## src/rtl/cpu_pkg.sv

```systemverilog
// Shared matrix-CPU definitions: opcode values, opcode field positions and
// the instruction sequencer state type.
package cpu_pkg;

    localparam int unsigned OPCODE_W  = 27;

    localparam int unsigned INSTR_HI  = 26;
    localparam int unsigned INSTR_LO  = 22;
    localparam int unsigned DEST_HI   = 21;
    localparam int unsigned DEST_LO   = 15;
    localparam int unsigned SRC1_HI   = 14;
    localparam int unsigned SRC1_LO   = 8;
    localparam int unsigned SRC2_HI   = 7;
    localparam int unsigned SRC2_LO   = 1;
    localparam int unsigned SCALAR_HI = 7;
    localparam int unsigned SCALAR_LO = 0;

    localparam logic [4:0] OP_NOP       = 5'h00;
    localparam logic [4:0] OP_ADD       = 5'h01;
    localparam logic [4:0] OP_SUB       = 5'h02;
    localparam logic [4:0] OP_MUL       = 5'h03;
    localparam logic [4:0] OP_TRANSPOSE = 5'h04;
    localparam logic [4:0] OP_SCALE     = 5'h05;
    localparam logic [4:0] OP_HALT      = 5'h1F;

    typedef enum logic [2:0] {
        ST_IDLE,
        ST_FETCH,
        ST_MEMWAIT,
        ST_DECODE,
        ST_ISSUE,
        ST_EXEC,
        ST_HALT
    } seq_state_t;

endpackage

```

## src/rtl/opcode_fields.sv

```systemverilog
// Combinational split of a 27-bit opcode into its instruction fields.
// The scalar field deliberately overlaps src2.
module opcode_fields
    import cpu_pkg::*;
(
    input  logic [OPCODE_W-1:0] opcode,
    output logic [4:0]          instr,
    output logic [6:0]          dest,
    output logic [6:0]          src1,
    output logic [6:0]          src2,
    output logic [7:0]          scalar
);

    assign instr  = opcode[INSTR_HI:INSTR_LO];
    assign dest   = opcode[DEST_HI:DEST_LO];
    assign src1   = opcode[SRC1_HI:SRC1_LO];
    assign src2   = opcode[SRC2_HI:SRC2_LO];
    assign scalar = opcode[SCALAR_HI:SCALAR_LO];

endmodule

```

## src/rtl/instr_sequencer.sv

```systemverilog
// Fetch/decode/issue controller: reads opcodes from synchronous instruction
// memory, issues them to the execution engine and waits for completion.
module instr_sequencer
    import cpu_pkg::*;
#(
    parameter int unsigned ADDR_W    = 4,
    parameter int unsigned INSTR_W   = 27,
    parameter int unsigned LAST_ADDR = 15,
    parameter int unsigned TIMEOUT   = 255
) (
    input  logic               clk,
    input  logic               reset,
    input  logic               start,
    output logic [ADDR_W-1:0]  instr_addr,
    output logic               instr_rd,
    input  logic [INSTR_W-1:0] instr_word,
    output logic               issue_valid,
    input  logic               issue_ready,
    output logic [4:0]         dec_instr,
    output logic [6:0]         dec_dest,
    output logic [6:0]         dec_src1,
    output logic [6:0]         dec_src2,
    output logic [7:0]         dec_scalar,
    input  logic               exe_done,
    output logic               busy,
    output logic               halted,
    output logic               error
);

    localparam int unsigned       CNT_W   = $clog2(TIMEOUT + 1);
    localparam logic [ADDR_W-1:0] LAST_PC = ADDR_W'(LAST_ADDR);
    localparam logic [CNT_W-1:0]  TMO_CNT = CNT_W'(TIMEOUT);

    seq_state_t        state, state_nxt;
    logic [ADDR_W-1:0] pc, pc_nxt;
    logic [CNT_W-1:0]  cnt, cnt_nxt;
    logic              err_q, err_nxt;
    logic              capture;
    logic              advance;

    logic [4:0] f_instr;
    logic [6:0] f_dest, f_src1, f_src2;
    logic [7:0] f_scalar;

    opcode_fields u_fields (
        .opcode (instr_word),
        .instr  (f_instr),
        .dest   (f_dest),
        .src1   (f_src1),
        .src2   (f_src2),
        .scalar (f_scalar)
    );

    always_ff @(posedge clk or negedge reset) begin
        if (!reset) begin
            state <= ST_IDLE;
        end else begin
            state <= state_nxt;
        end
    end

    always_ff @(posedge clk or negedge reset) begin
        if (!reset) begin
            pc         <= '0;
            cnt        <= '0;
            err_q      <= 1'b0;
            dec_instr  <= '0;
            dec_dest   <= '0;
            dec_src1   <= '0;
            dec_src2   <= '0;
            dec_scalar <= '0;
        end else begin
            pc    <= pc_nxt;
            cnt   <= cnt_nxt;
            err_q <= err_nxt;
            if (capture) begin
                dec_instr  <= f_instr;
                dec_dest   <= f_dest;
                dec_src1   <= f_src1;
                dec_src2   <= f_src2;
                dec_scalar <= f_scalar;
            end
        end
    end

    always_comb begin
        state_nxt = state;
        pc_nxt    = pc;
        cnt_nxt   = cnt;
        err_nxt   = err_q;
        capture   = 1'b0;
        advance   = 1'b0;
        case (state)
            ST_IDLE, ST_HALT: begin
                if (start) begin
                    pc_nxt    = '0;
                    err_nxt   = 1'b0;
                    state_nxt = ST_FETCH;
                end
            end
            ST_FETCH:   state_nxt = ST_MEMWAIT;
            ST_MEMWAIT: begin
                capture   = 1'b1;
                state_nxt = ST_DECODE;
            end
            ST_DECODE: begin
                if (dec_instr == OP_HALT) begin
                    state_nxt = ST_HALT;
                end else if (dec_instr == OP_NOP) begin
                    advance = 1'b1;
                end else begin
                    state_nxt = ST_ISSUE;
                end
            end
            ST_ISSUE: begin
                if (issue_ready) begin
                    cnt_nxt   = '0;
                    state_nxt = ST_EXEC;
                end
            end
            ST_EXEC: begin
                // completion takes priority over a timeout in the same cycle
                if (exe_done) begin
                    advance = 1'b1;
                end else if (cnt == TMO_CNT) begin
                    err_nxt   = 1'b1;
                    state_nxt = ST_HALT;
                end else begin
                    cnt_nxt = cnt + 1'b1;
                end
            end
            default: state_nxt = ST_IDLE;
        endcase

        if (advance) begin
            if (pc == LAST_PC) begin
                state_nxt = ST_HALT;
            end else begin
                pc_nxt    = pc + 1'b1;
                state_nxt = ST_FETCH;
            end
        end
    end

    assign instr_addr  = pc;
    assign instr_rd    = (state == ST_FETCH);
    assign issue_valid = (state == ST_ISSUE);
    assign busy        = (state != ST_IDLE) && (state != ST_HALT);
    assign halted      = (state == ST_HALT);
    assign error       = err_q;

endmodule

```

## config.mk

```make
export PLATFORM = sky130hd
export DESIGN_NAME = instr_sequencer
export DESIGN_NICKNAME = d
export VERILOG_FILES = /design/src/rtl/cpu_pkg.sv /design/src/rtl/opcode_fields.sv /design/src/rtl/instr_sequencer.sv
export SDC_FILE = /design/constraint.sdc
export NUM_CORES = 1
export LEC_CHECK = 0
export CORE_ASPECT_RATIO = 1.4
export CORE_UTILIZATION = 63
export DETAILED_ROUTE_END_ITERATION = 8
export DONT_BUFFER_PORTS = 1
export GPL_TIMING_DRIVEN = 0
export PLACE_DENSITY_LB_ADDON = 0.15
export SYNTH_ARGS = -nofsm -noshare
export SYNTH_HDL_FRONTEND = slang
export SYNTH_HIERARCHICAL = 1
export SYNTH_SLANG_ARGS = --single-unit
export TNS_END_PERCENT = 10
```

## constraint.sdc

```tcl
create_clock -name clk -period 2.3 [get_ports clk]
set_input_delay 0.46 -clock clk [delete_from_list [all_inputs] [get_ports clk]]
set_output_delay 0.46 -clock clk [all_outputs]
set_load 0.02 [all_outputs]
```

* Yosys cells after proc, flatten, opt, wreduce, memory -nomap -nowiden
Index checks and enable logic that the tools add are counted.
** Storage, ports and cells
- Flip-flop bits (word level) :: 50
- Bits in latches :: 0
- RAM bits :: 0
- ROM bits :: 0
- Bits of input ports :: 32
- Output and inout bits :: 43
- Memories :: 0
** Operators by class
- Add/sub/neg operators :: 2
- Multipliers :: 0
- Div/mod/pow operators :: 0
- Magnitude comparators :: 0
- Equality and inequality tests :: 20
- Shift operators :: 0
- Mux-type cells :: 26
- Bitwise gates (word level) :: 0
- Reduce and logical (&&, ||, !) cells :: 10
** Operators by type and width (count)
- $mux 3 :: 8
- $mux 8 :: 3
- $pmux 3 s6 :: 1
- $mux 4 :: 4
- $pmux 8 s2 :: 1
- $ne 3x3->1 const B :: 4
- $eq 3x3->1 const B :: 3
- $add 8x1->8 const B :: 1
- $eq 8x8->1 const B :: 1
- $ne 2x2->1 const B :: 4
- $reduce_and 4->1 :: 2
- $mux 1 :: 7
- $eq 3x2->1 const B :: 2
- $eq 5x5->1 const B :: 1
- $logic_not 5->1 :: 1
- $reduce_and 5->1 :: 1
- $add 4x1->4 const B :: 1
- $eq 4x4->1 const B :: 1
- $ne 4x4->1 const B :: 1
- $pmux 1 s2 :: 2
- $reduce_bool 2->1 :: 2
- $eq 3x1->1 const B :: 1
- $logic_not 3->1 :: 1
- $ne 3x1->1 const B :: 1
- 4 further kinds :: 4

* Logic depth before layout (Yosys ltp)
- Depth in word-level cells :: 6
- Gate-level depth with buffers :: 7
- Gate-level depth less buffers :: 6

* Cells and area by module
The synthesis kept the hierarchy.
** By module, submodules not included
- instr_sequencer :: times used 1, cells each 194, area each 2382.3 µm², seq. area each 1251.2 µm²
- opcode_fields :: times used 1, cells each 34, area each 255.2 µm², seq. area each 0.0 µm²

* Worst setup path before layout
OpenSTA, ideal clock, no wires.
- Path type :: flip-flop to flip-flop
- From :: reg state[1]
- To :: reg state[1]
- Data arrival time :: 1.931 ns
- Setup slack :: 0.279 ns
- Cell stages (with the launch flop) :: 8
- Path buffers :: 1
- Path through :: dfrtp_1 -> clkbuf_1 -> inv_1 -> ha_1 -> or3b_2 -> a21oi_1 -> o211ai_1 -> o221ai_1
** Between the ends
- Word-level cells in the longest chain between the ends :: 4
- Elaborated cells between the ends (all ways) :: 17
- Those cells by class :: eq/ne (11); mux (3); reduce/logical (3)
** RTL lines
- from (decl) :: RTL line instr_sequencer.sv:34 : seq_state_t state, state_nxt;
- from (signal assigned) :: RTL line instr_sequencer.sv:58 : state <= state_nxt;
- $eq 3x3->1 (tied with other cells) :: RTL line instr_sequencer.sv:93 : case (state)
- $pmux 1 s2 or $reduce_or 2->1 (tied branches) :: RTL line instr_sequencer.sv:93
- $ne 4x4->1 (no source line) (tied with other cells)
- $reduce_and 5->1 (no source line) or $mux 3 (tied branches)
Parallel ways exist; a longest one is shown, timed or not.
A chain may end at the register's enable or synchronous reset.

* Final worst setup path
- From :: reg dec_instr[1]
- To :: reg pc[1], in the netlist instr_addr[1]
** Between the ends
- Word-level cells in the longest chain between the ends :: 5
- Elaborated cells between the ends (all ways) :: 6
- Those cells by class :: eq/ne (1); mux (4); reduce/logical (1)
** RTL lines
- from (decl) :: RTL line instr_sequencer.sv:19 : output logic [4:0] dec_instr,
- from (signal assigned) :: RTL line instr_sequencer.sv:77 : dec_instr <= f_instr;
- $logic_not 5->1 :: RTL line instr_sequencer.sv:109 : end else if (dec_instr == OP_NOP) begin
- $mux 1 :: RTL line instr_sequencer.sv:109
- $mux 1 * :: RTL line instr_sequencer.sv:107 : if (dec_instr == OP_HALT) begin
- $pmux 1 s2 * :: RTL line instr_sequencer.sv:93
- $mux 4 * :: RTL line instr_sequencer.sv:135 : if (advance) begin
- via pc_nxt[1] :: RTL line instr_sequencer.sv:35 : logic [ADDR_W-1:0] pc, pc_nxt;
- to (signal assigned) :: RTL line instr_sequencer.sv:73 : pc <= pc_nxt;
- to (decl) :: RTL line instr_sequencer.sv:35
The timed path passes the listed nets; every way through them passes the cells marked *.

==> impl_summary.md <==
GRT
Summed over all layers, the global routing overflow is 0. The number of global-route vias before repair is 1801. In the global route stage, met1 resource usage came out at 27.6%. The busiest layer in global routing is met2. The first global-routing pass estimated 8360 um of wire. Entering global routing, the biggest net connects 51 pins. The global routing usage on met2 is 42.9%. For met3 alone, demand over resource in global routing was 8.40%. The overall routing resource usage is 24.5%. The initial antenna violation count came to 0.

Synthesis
The count of warnings emitted by yosys is 6. Summing the sequential cell areas from Yosys gives 47.4% of the chip area. The most used flip-flop cell after synthesis is dfrtp_1. The number of nets handed over by synthesis was 263. The number of library cell types mapped by synthesis is 46.

Synthesis inferred 50 register bits. The number of synthesized flops with an enable pin is 0. In the synthesized netlist, the number of instances is 228. The netlist area before placement is 0.00264 mm2. A synthesized cell averages 11.6 um2. Counting flops with an async set or reset pin after synthesis yields a share of 100%.

Clock tree
The root buffer cell chosen for the clock tree is clkbuf_8. After clock tree synthesis, the clock-pin slew on the worst setup and hold paths is 100 ps. The clock tree from TritonCTS is done. The clock insertion delay at the later pin of the skew report is 310 ps.

The number of clock buffers added by TritonCTS is 5. Once the clock tree was built, the setup fixing pass inserted 0 buffers. CTS saw 50 sinks. The number of H-tree levels is 2. The buffer levels on the longest clock path is 2.

Finish
The finished cells cover 0.00282 mm2. The number of antenna cells inserted is 0. The proportion of layout cells with a drive suffix above 1 is 35.9%. The net count of the finished layout is 271.

The area growth from synthesis to layout is 6.78%. The most common cell after layout, fill and taps aside is dfrtp_1. The count of fill cells added during filler insertion is 315. The top cell types in the final layout, fill and taps aside, are 49 x dfrtp_1, 34 x mux2_2, 34 x buf_4, 9 x nand2_1, 8 x nand2b_1.

STA
The final setup TNS is 0 ps. The final critical-path required period is 2100 ps. Setup repair after global routing left no endpoint under its margin.

In this run the tightest slew margin relative to its limit is 57.6%. The final count of pins violating max slew is 0. Based on the critical path, the design can be clocked at up to 475 MHz. The worst-margin pin slew is 632 ps.

The clock arrives with 8.99 ps of skew. In the finished design, the share of the clock period the worst path needs comes to 91.4%. The number of endpoints with negative hold slack in the final report is 0. Setup violations remaining at the end of the flow were counted as 0.

Pwr
The switching power summed over all nets is 1.67 mW. The maximum vdd ir drop is 869 uV. The clock power share is 13.9%. In this run, the combinational gates consume 33.9% of the power. The sequential fraction of design power is 52.2%. Total power for the finished layout comes to 3.79 mW. Cell internal power was estimated by the tool at 2.12 mW. Summed over all cells, the static leakage comes to 1.24 nW. Net switching is 44.1% of the power. Power spread over the standard cell area amounts to 1340 mW/mm2.

Drt
The post-detailed-routing wire length is 5140 um. The final antenna-violating net count is 0. The via-per-instance ratio is 6.18. The number of iterations in the first detailed-routing pass is 6. The DRC violation count after routing is 7. The detail-routed net length per standard cell is 18.4 um.

The final route contains 1731 vias. The detailed router's first-iteration violation count is 83.

Placed design
The congestion estimate from routability-driven global placement came to 0.916. After legalization and detailed placement, the total HPWL measured 3800 um. The number of buffer cells added on primary ports is 0. The placed instances occupy a cell area of 0.00269 mm2.

Die
The region available for standard cell placement spans 0.00399 mm2. The die covers 0.00445 mm2. The boundary pin count is 75. The floorplan step set the die width to 56.7 um. After floorplanning, the core was divided into 27 placement rows. The die span in y is 78.6 um. The starting utilization of the core area is 66.2%.

Critical path
For the worst setup path, the data required time is 2510 ps. The critical path launch point type is a flop. The arrival time of the worst setup path is 2310 ps. In this run the worst path has a maximum fanout of 5. The setup check on the worst reg-to-reg path leaves a slack of 200 ps. The worst setup path is captured at a flop. The start-to-end type of the worst setup path is reg2reg.

Job
Max-cap violations in this run came to 0.

Hold path
The worst min-delay path class is in2reg.

Status
The run finished, with violations left. The final reports fail on DRC.
state kept, by name, summed over array words and instances, names as in the netlist:
signal and flops:
dec_src1 7, dec_scalar 8, instr_addr 4, state 3
dec_src2 7, dec_dest 7, cnt 8, error 1
dec_instr 5
logic make-up (layout without fill, tap and decap cells):
group / after synthesis / in the layout / share of synthesized area, %
compound gates: 33 / 33 / 10.0
xor+xnor: 1 / 1 / 0.332
fa+ha+maj: 3 / 3 / 1.42
buf+inv: 48 / 57 / 11.9
flops: 50 / 50 / 47.4
mux: 40 / 40 / 16.8
simple gates: 53 / 53 / 12.1
timing repair:
action                     CTS  global route
hold endpoints to repair    50             1
gates resized for setup      0             1
setup endpoints to repair    1             1
hold buffers                 1             1
worst paths after layout:
check / start / endpoint / cells after the start
max: dec_instr[1] / instr_addr[1] / 4
min: exe_done / error / 2
max reg2reg: dec_instr[1] / instr_addr[1] / 4
min reg2reg: cnt[0] / cnt[0] / 1
max in group asynchronous: reset / state[1] / 2
min in group asynchronous: reset / instr_addr[0] / 2
power groups by stage:
stage	Clock [mW]	Combinational [mW]	Sequential, mW
floorplan	0	1.07	1.87
CTS	0.530	1.29	1.98
finish	0.526	1.28	1.98
global placement	0	1.19	1.96
global route	0.558	1.40	2.02
detailed placement	0	1.28	1.98
cells in the mapped netlist, drive strengths merged, types with 4 or more instances:
| master | n | area (um2) |
|---|---|---|
| o31ai | 6 | 45.0 |
| nor4 | 4 | 25.0 |
| dfrtp | 50 | 1250 |
| o21ai | 7 | 35.0 |
| nor2b | 5 | 31.3 |
| clkbuf | 4 | 15.0 |
| nand2 | 9 | 33.8 |
| nand2b | 8 | 50.1 |
| mux2 | 34 | 383 |
| nand3 | 5 | 25.0 |
| mux2i | 6 | 60.1 |
| buf | 39 | 280 |
| inv | 5 | 18.8 |
| nor2 | 4 | 15.0 |
per-layer routing:
layer  vias up  wire [um]
li1        800          -
met1       851       1920
met2        71       2750
met3         9        398
met4         0         70
met5         -          0
per-stage QoR:
stage | setup WS (ps) | std cells | hold slack, ps | utilization, %
CTS | 77.9 | 279 | 1.83 | 70.4
finish | 197 | 280 | 366 | 70.7
floorplan | 279 | 228 | 164 | -
global placement | 69.9 | 271 | 165 | 67.5
detailed placement | -48.4 | 271 | 165 | 67.5
global route | 91.4 | 280 | 370 | 70.7
final cells by class:
cell class                 count  area, um2  share of cell area, %
clock buffer                   6       72.6                   2.58
sequential                    50       1250                   44.5
inverter                       5       18.8                  0.666
tap                           43       53.8                   1.91
multi-input combinational    130       1070                   38.1
timing repair buffer           2       37.5                   1.33
clock inverter                 2       17.5                  0.622
buffer                        42        292                   10.4
critical path: stages (launching register included):
cell     delay (ps)
dfrtp_1         500
or4_4           620
o41ai_4         460
nand2_1         160
a31o_1          250
No activity file was read; power rests on OpenSTA's default activity.
